## src/rtl/rpn_stack_ctrl.sv

```systemverilog
// -----------------------------------------------------------------------------
// rpn_stack_ctrl
// Command sequencer for the calculator's operand stack. Takes one RPN command at
// a time from the key/UART decoder and expands it into single push/pop/replace
// strobes. Stack depth is validated at accept, so the stack never sees an
// illegal request.
//
// Ports
//   clk, reset                 clock; synchronous active-high reset
//   cmd_valid / cmd_ready      command handshake (ready only in IDLE with stk_vld)
//   cmd_op[2:0], cmd_num[31:0] opcode (PUSH,POP,ADD,SUB,MUL,DUP,SWAP,NEG), operand
//   done                       1-cycle pulse when a command finishes
//   err[1:0]                   0 ok, 1 underflow, 2 overflow, 3 stack fault;
//                              held until the next accept
//   busy                       high whenever not in IDLE
//   stk_push/pop/replace       one-hot 1-cycle stack strobes
//   stk_data[31:0]             data for push/replace
//   stk_size, stk_top          current stack depth and top entry
//   stk_error, stk_vld         stack fault flag; stack idle and may take an op
// -----------------------------------------------------------------------------
module rpn_stack_ctrl #(
    parameter int DEPTH = 512
) (
    input  logic        clk,
    input  logic        reset,
    input  logic        cmd_valid,
    output logic        cmd_ready,
    input  logic [2:0]  cmd_op,
    input  logic [31:0] cmd_num,
    output logic        done,
    output logic [1:0]  err,
    output logic        busy,
    output logic        stk_push,
    output logic        stk_pop,
    output logic        stk_replace,
    output logic [31:0] stk_data,
    input  logic [9:0]  stk_size,
    input  logic [31:0] stk_top,
    input  logic        stk_error,
    input  logic        stk_vld
);

    localparam logic [9:0] DEPTH_W = 10'(DEPTH);

    typedef enum logic [2:0] {
        OP_PUSH = 3'd0, OP_POP  = 3'd1, OP_ADD  = 3'd2, OP_SUB = 3'd3,
        OP_MUL  = 3'd4, OP_DUP  = 3'd5, OP_SWAP = 3'd6, OP_NEG = 3'd7
    } op_t;

    typedef enum logic [2:0] {
        IDLE, S_POP, W_POP, S_WR, W_WR, S_PUSH2, W_PUSH2, DONE
    } state_t;

    localparam logic [1:0] ERR_OK    = 2'd0;
    localparam logic [1:0] ERR_UNDER = 2'd1;
    localparam logic [1:0] ERR_OVER  = 2'd2;
    localparam logic [1:0] ERR_FAULT = 2'd3;

    state_t      state_q, state_d;
    op_t         op_q,    op_d;
    logic [31:0] a_q,     a_d;     // top at accept
    logic [31:0] b_q,     b_d;     // second operand, read after the first pop
    logic [31:0] n_q,     n_d;     // PUSH operand
    logic [1:0]  err_q,   err_d;

    // Depth check for the incoming command; ERR_OK means it may proceed.
    logic [1:0]  chk_err;
    logic        two_operand;

    always_comb begin
        chk_err     = ERR_OK;
        two_operand = 1'b0;
        case (op_t'(cmd_op))
            OP_PUSH: if (stk_size >= DEPTH_W) chk_err = ERR_OVER;
            OP_POP,
            OP_NEG:  if (stk_size == 10'd0)   chk_err = ERR_UNDER;
            OP_DUP: begin
                if (stk_size == 10'd0)          chk_err = ERR_UNDER;
                else if (stk_size >= DEPTH_W)   chk_err = ERR_OVER;
            end
            default: begin  // ADD, SUB, MUL, SWAP
                two_operand = 1'b1;
                if (stk_size < 10'd2) chk_err = ERR_UNDER;
            end
        endcase
    end

    // NOTE: every signal written below gets a default first, so no path through
    // the case leaves a value unassigned and no latch is inferred.
    always_comb begin
        state_d     = state_q;
        op_d        = op_q;
        a_d         = a_q;
        b_d         = b_q;
        n_d         = n_q;
        err_d       = err_q;
        cmd_ready   = 1'b0;
        done        = 1'b0;
        stk_push    = 1'b0;
        stk_pop     = 1'b0;
        stk_replace = 1'b0;
        stk_data    = 32'd0;

        case (state_q)
            IDLE: begin
                cmd_ready = stk_vld;
                if (cmd_valid && stk_vld) begin
                    op_d = op_t'(cmd_op);
                    a_d  = stk_top;
                    n_d  = cmd_num;
                    if (chk_err != ERR_OK) begin
                        err_d   = chk_err;
                        state_d = DONE;
                    end else begin
                        err_d   = ERR_OK;
                        state_d = two_operand ? S_POP : S_WR;
                    end
                end
            end
            S_POP: begin
                stk_pop = 1'b1;
                state_d = W_POP;
            end
            W_POP: begin
                if (stk_vld) begin
                    b_d = stk_top;
                    if (stk_error) begin
                        err_d   = ERR_FAULT;
                        state_d = DONE;
                    end else begin
                        state_d = S_WR;
                    end
                end
            end
            S_WR: begin
                state_d = W_WR;
                case (op_q)
                    OP_PUSH: begin stk_push    = 1'b1; stk_data = n_q;          end
                    OP_POP:  begin stk_pop     = 1'b1;                          end
                    OP_DUP:  begin stk_push    = 1'b1; stk_data = a_q;          end
                    OP_NEG:  begin stk_replace = 1'b1; stk_data = 32'd0 - a_q;  end
                    OP_ADD:  begin stk_replace = 1'b1; stk_data = b_q + a_q;    end
                    OP_SUB:  begin stk_replace = 1'b1; stk_data = b_q - a_q;    end
                    OP_MUL:  begin stk_replace = 1'b1; stk_data = b_q * a_q;    end
                    default: begin stk_replace = 1'b1; stk_data = a_q;          end // SWAP
                endcase
            end
            W_WR: begin
                if (stk_vld) begin
                    if (stk_error) begin
                        err_d   = ERR_FAULT;
                        state_d = DONE;
                    end else begin
                        state_d = (op_q == OP_SWAP) ? S_PUSH2 : DONE;
                    end
                end
            end
            S_PUSH2: begin
                // Second half of SWAP: the old second entry goes back on top.
                stk_push = 1'b1;
                stk_data = b_q;
                state_d  = W_PUSH2;
            end
            W_PUSH2: begin
                if (stk_vld) begin
                    if (stk_error) err_d = ERR_FAULT;
                    state_d = DONE;
                end
            end
            DONE: begin
                done    = 1'b1;
                state_d = IDLE;
            end
            default: state_d = IDLE;
        endcase
    end

    assign busy = (state_q != IDLE);
    assign err  = err_q;

    // NOTE: state is updated with non-blocking assignments so every flop
    // samples the values computed for this cycle, independent of statement order.
    always_ff @(posedge clk) begin
        if (reset) begin
            state_q <= IDLE;
            op_q    <= OP_PUSH;
            a_q     <= 32'd0;
            b_q     <= 32'd0;
            n_q     <= 32'd0;
            err_q   <= ERR_OK;
        end else begin
            state_q <= state_d;
            op_q    <= op_d;
            a_q     <= a_d;
            b_q     <= b_d;
            n_q     <= n_d;
            err_q   <= err_d;
        end
    end

endmodule

```

## config.mk

```make
export PLATFORM = sky130hd
export DESIGN_NAME = rpn_stack_ctrl
export DESIGN_NICKNAME = d
export VERILOG_FILES = /design/src/rtl/rpn_stack_ctrl.sv
export SDC_FILE = /design/constraint.sdc
export NUM_CORES = 2
export LEC_CHECK = 0
export CAP_MARGIN = 15
export CELL_PAD_IN_SITES_DETAIL_PLACEMENT = 0
export CELL_PAD_IN_SITES_GLOBAL_PLACEMENT = 1
export CORE_MARGIN = 5
export CORE_UTILIZATION = 52
export DETAILED_ROUTE_END_ITERATION = 7
export PLACE_DENSITY_LB_ADDON = 0.1
export SLEW_MARGIN = 30
export SYNTH_ARGS = -nofsm -noshare
export SYNTH_HDL_FRONTEND = slang
export SYNTH_SLANG_ARGS = --single-unit
```

## constraint.sdc

```tcl
create_clock -name clk -period 20.5 [get_ports clk]
set_input_delay 2.05 -clock clk [delete_from_list [all_inputs] [get_ports clk]]
set_output_delay 2.05 -clock clk [all_outputs]
set_load 0.01 [all_outputs]
```

==> results.yml <==
setup_path:
  cp-startpoint: "a_q[2]"
  crit_family: "adder cells"
  critPathRequiredTime_ps: 18450
  worstPathArrival_ps: 8810
  cp_cell_sequence: "buf_4, and2_1, fa_1, inv_1, fa_1, fa_1, fa_1, inv_1, fa_1, inv_1, fa_1, inv_1, fa_1, fa_1, ha_1, a21o_1, a21o_1, a211oi_1, a21boi_0, a221oi_1, mux2i_1, o221ai_1, o211ai_1, clkdlybuf4s50_1"
  slowest_delay_ps: 800
  r2r_start: "state_q[1]"
  reg2regPathDepth: 5
  crit_fanout: 22
  crit_top_cell: "fa_1"
  crit_cells: 24
  crit_buf_inv: 6
  start_kind: "flop"
  path_class: "reg2out"
  cpMaxStageDelayCell: "dfxtp_1"
  end_kind: "output port"
timing:
  worstMarginPinSlew_ps: 1020
  finalSetupTns_ps: 0
  holdWs_ps: 459
  slew_headroom_pct: 32.2
  final_hold_viol_count: 0
  setup_violations: 0
  finalMaxSlewViolations: 0
  timing.fmax_mhz: 92.1
  rsz0062_at_grt: "false"
  clock_skew_ps: 9.94
  timing.final.crit_period_ps: 10860
  fin_crit_sh_pct: 53.0
global_route:
  grt_pass1_vias: 21700
  track_usage_pct: 33.6
  use_met2_pct: 54.1
  grtUsageMet3_pct: 6.09
  grt_overflow_total: 0
  grt_use_met1_pct: 45.8
  busiest_layer: "met2"
  antenna_found_initial: 2
  grt_max_degree: 68
  grt_pass1_wl_um: 130000
clocking:
  root_buffer: "clkbuf_16"
  clock_sinks: 104
  clockBufferDepth: 2
  clk_latency_ps: 380
  postCtsHoldBufs: 0
  cts_buffers: 9
  clkTransAtPathRegs_ps: 70
  post_cts_resized: 0
  cts_setup_buffers: 0
  htree_levels: 3
  cts_tree: "built"
layout:
  drive_gt1_share_pct: 3.60
  nets: 3587
  antenna_cells: 0
  area_growth_pct: 8.23
  layout.cells.non_filler: 3545
  fin_util_pct: 56.9
power_and_ir_drop:
  vdd_drop_max_uv: 38.7
  power_leakage_nw: 11.9
  power_density_nw_per_um2: 31.5
synth:
  yosys-top-cells-count: "nand2_1, fa_1, inv_1"
  synth.most_common_cell: "nand2_1"
  synth_top_flop_cell: "dfxtp_1"
  syn_nets: 3594
  seq_area_frac_synth_pct: 8.73
  yosysWarnings: 0
  synth_area_leaders: "fa_1, dfxtp_1, and2_1"
  yosysUniqueCellTypes: 76
  synth.avg_cell_area_um2: 8.09
  ys_async_sr_fraction_pct: 0
  synth_edf_count: 0
  synth_top_area_share_pct: 34.3
  ys_ff_latch: 104
  syn_area_um2: 23900
  synth_largest_area_cell: "fa_1"
  syn_inst: 2947
die:
  start_util_pct: 52.6
  dieArea_um2: 50300
  ios: 122
  dieWidth_um: 224
  rows: 78
  core_area_um2: 45400
  chipHeight_um: 224
run_status:
  status: "complete, no violations"
hold_path:
  hold_path.class: "reg2reg"
  worstHoldPathCells: 2
  hp-start: "n_q[23]"
drt:
  drc: 0
  vias: 20700
  wirelength_um: 83500
  routedWlPerCell_um: 23.5
  via_per_inst: 5.83
  firstDrtPassIters: 6
  first_iter_violations: 1815
  drtAntennaViolNets: 0
job:
  maxCapViolCount: 0
place:
  place.gp.congestion: 0.972
  portBuffers: 121
  place_hpwl_um: 62200
  dp_cells: 3529
-- registers in the layout (all words and copies together) (netlist names) --
| signal | count |
|---|---|
| a_q | 32 |
| b_q | 32 |
| err | 2 |
| n_q | 32 |
| op_q | 3 |
| state_q | 3 |
-- metrics by stage --
| stage | total power (W) | setup slack, ps | area, um2 |
|---|---|---|---|
| 2_1_floorplan | 0.000495 | 11310 | 23900 |
| 3_3_place_gp | 0.000624 | 10260 | 25500 |
| 3_5_place_dp | 0.000628 | 10160 | 25500 |
| 4_1_cts | 0.000809 | 9710 | 25800 |
| 5_1_grt | 0.000857 | 9250 | 25800 |
| 6_report | 0.000814 | 9640 | 25800 |
-- report_power, final --
group	leakage, nW	switching, W	internal [W]
sequential	0.846	0.0000221	0.000212
combinational	10.9	0.000250	0.000149
clock	0.136	0.0000928	0.0000876
-- per-layer routing --
metal  part of all wire [%]  vias to the layer above
met4                    4.5                        0
met2                     46                      996
li1                       -                     9170
met1                     41                    10300
met3                    8.2                      210
met5                      0                        -
-- worst register-to-register path, stage by stage (launching register included) --
cell and delay (ps):
dfxtp_1 460, nor3_1 410, and3_2 720, buf_4 520, nand2_1 140, a21oi_1 150
-- final timing paths --
| path | slack, ps | endpoint |
|---|---|---|
| max | 9640 | stk_data[27] |
| min | 460 | n_q[23] |
| max reg2reg | 18010 | a_q[12] |
| min reg2reg | 460 | n_q[23] |
-- cell usage in the layout (no fill, tap or decap), types with 16 or more instances in the layout --
cell               n
a21o_1            32
a21oi_1          192
a221oi_1          17
and2_1           314
buf_4             63
clkdlybuf4s50_1  120
dfxtp_1          103
fa_1             409
ha_1             156
inv_1            397
nand2_1          517
nand2b_1          16
nor2_1            93
nor3_1            25
o21ai_0          113
xnor2_1          103
xor2_1            53
-- logic make-up (layout without fill, tap and decap cells) --
logic type | Yosys count | count (layout) | share of synthesized area, %
DFF | 104 | 104 | 8.73
AOI/OAI and AO/OA | 460 | 460 | 11.6
muxes | 13 | 13 | 0.551
adders and majority gates | 565 | 565 | 42.5
xor gates and xnor gates | 158 | 158 | 5.89
and+or+nand+nor | 1047 | 1047 | 21.3
buffers and inverters | 600 | 598 | 9.51
-- area by class of cell --
class,instances,area (um2)
Timing Repair Buffer,183,1670
Clock inverter,4,41.3
Clock buffer,12,246
Multi-Input combinational cell,2243,19500
Tap cell,600,751
Inverter,399,1500
Fill cell,4190,19600
Sequential cell,104,2080
No activity file was read; power rests on OpenSTA's default activity.
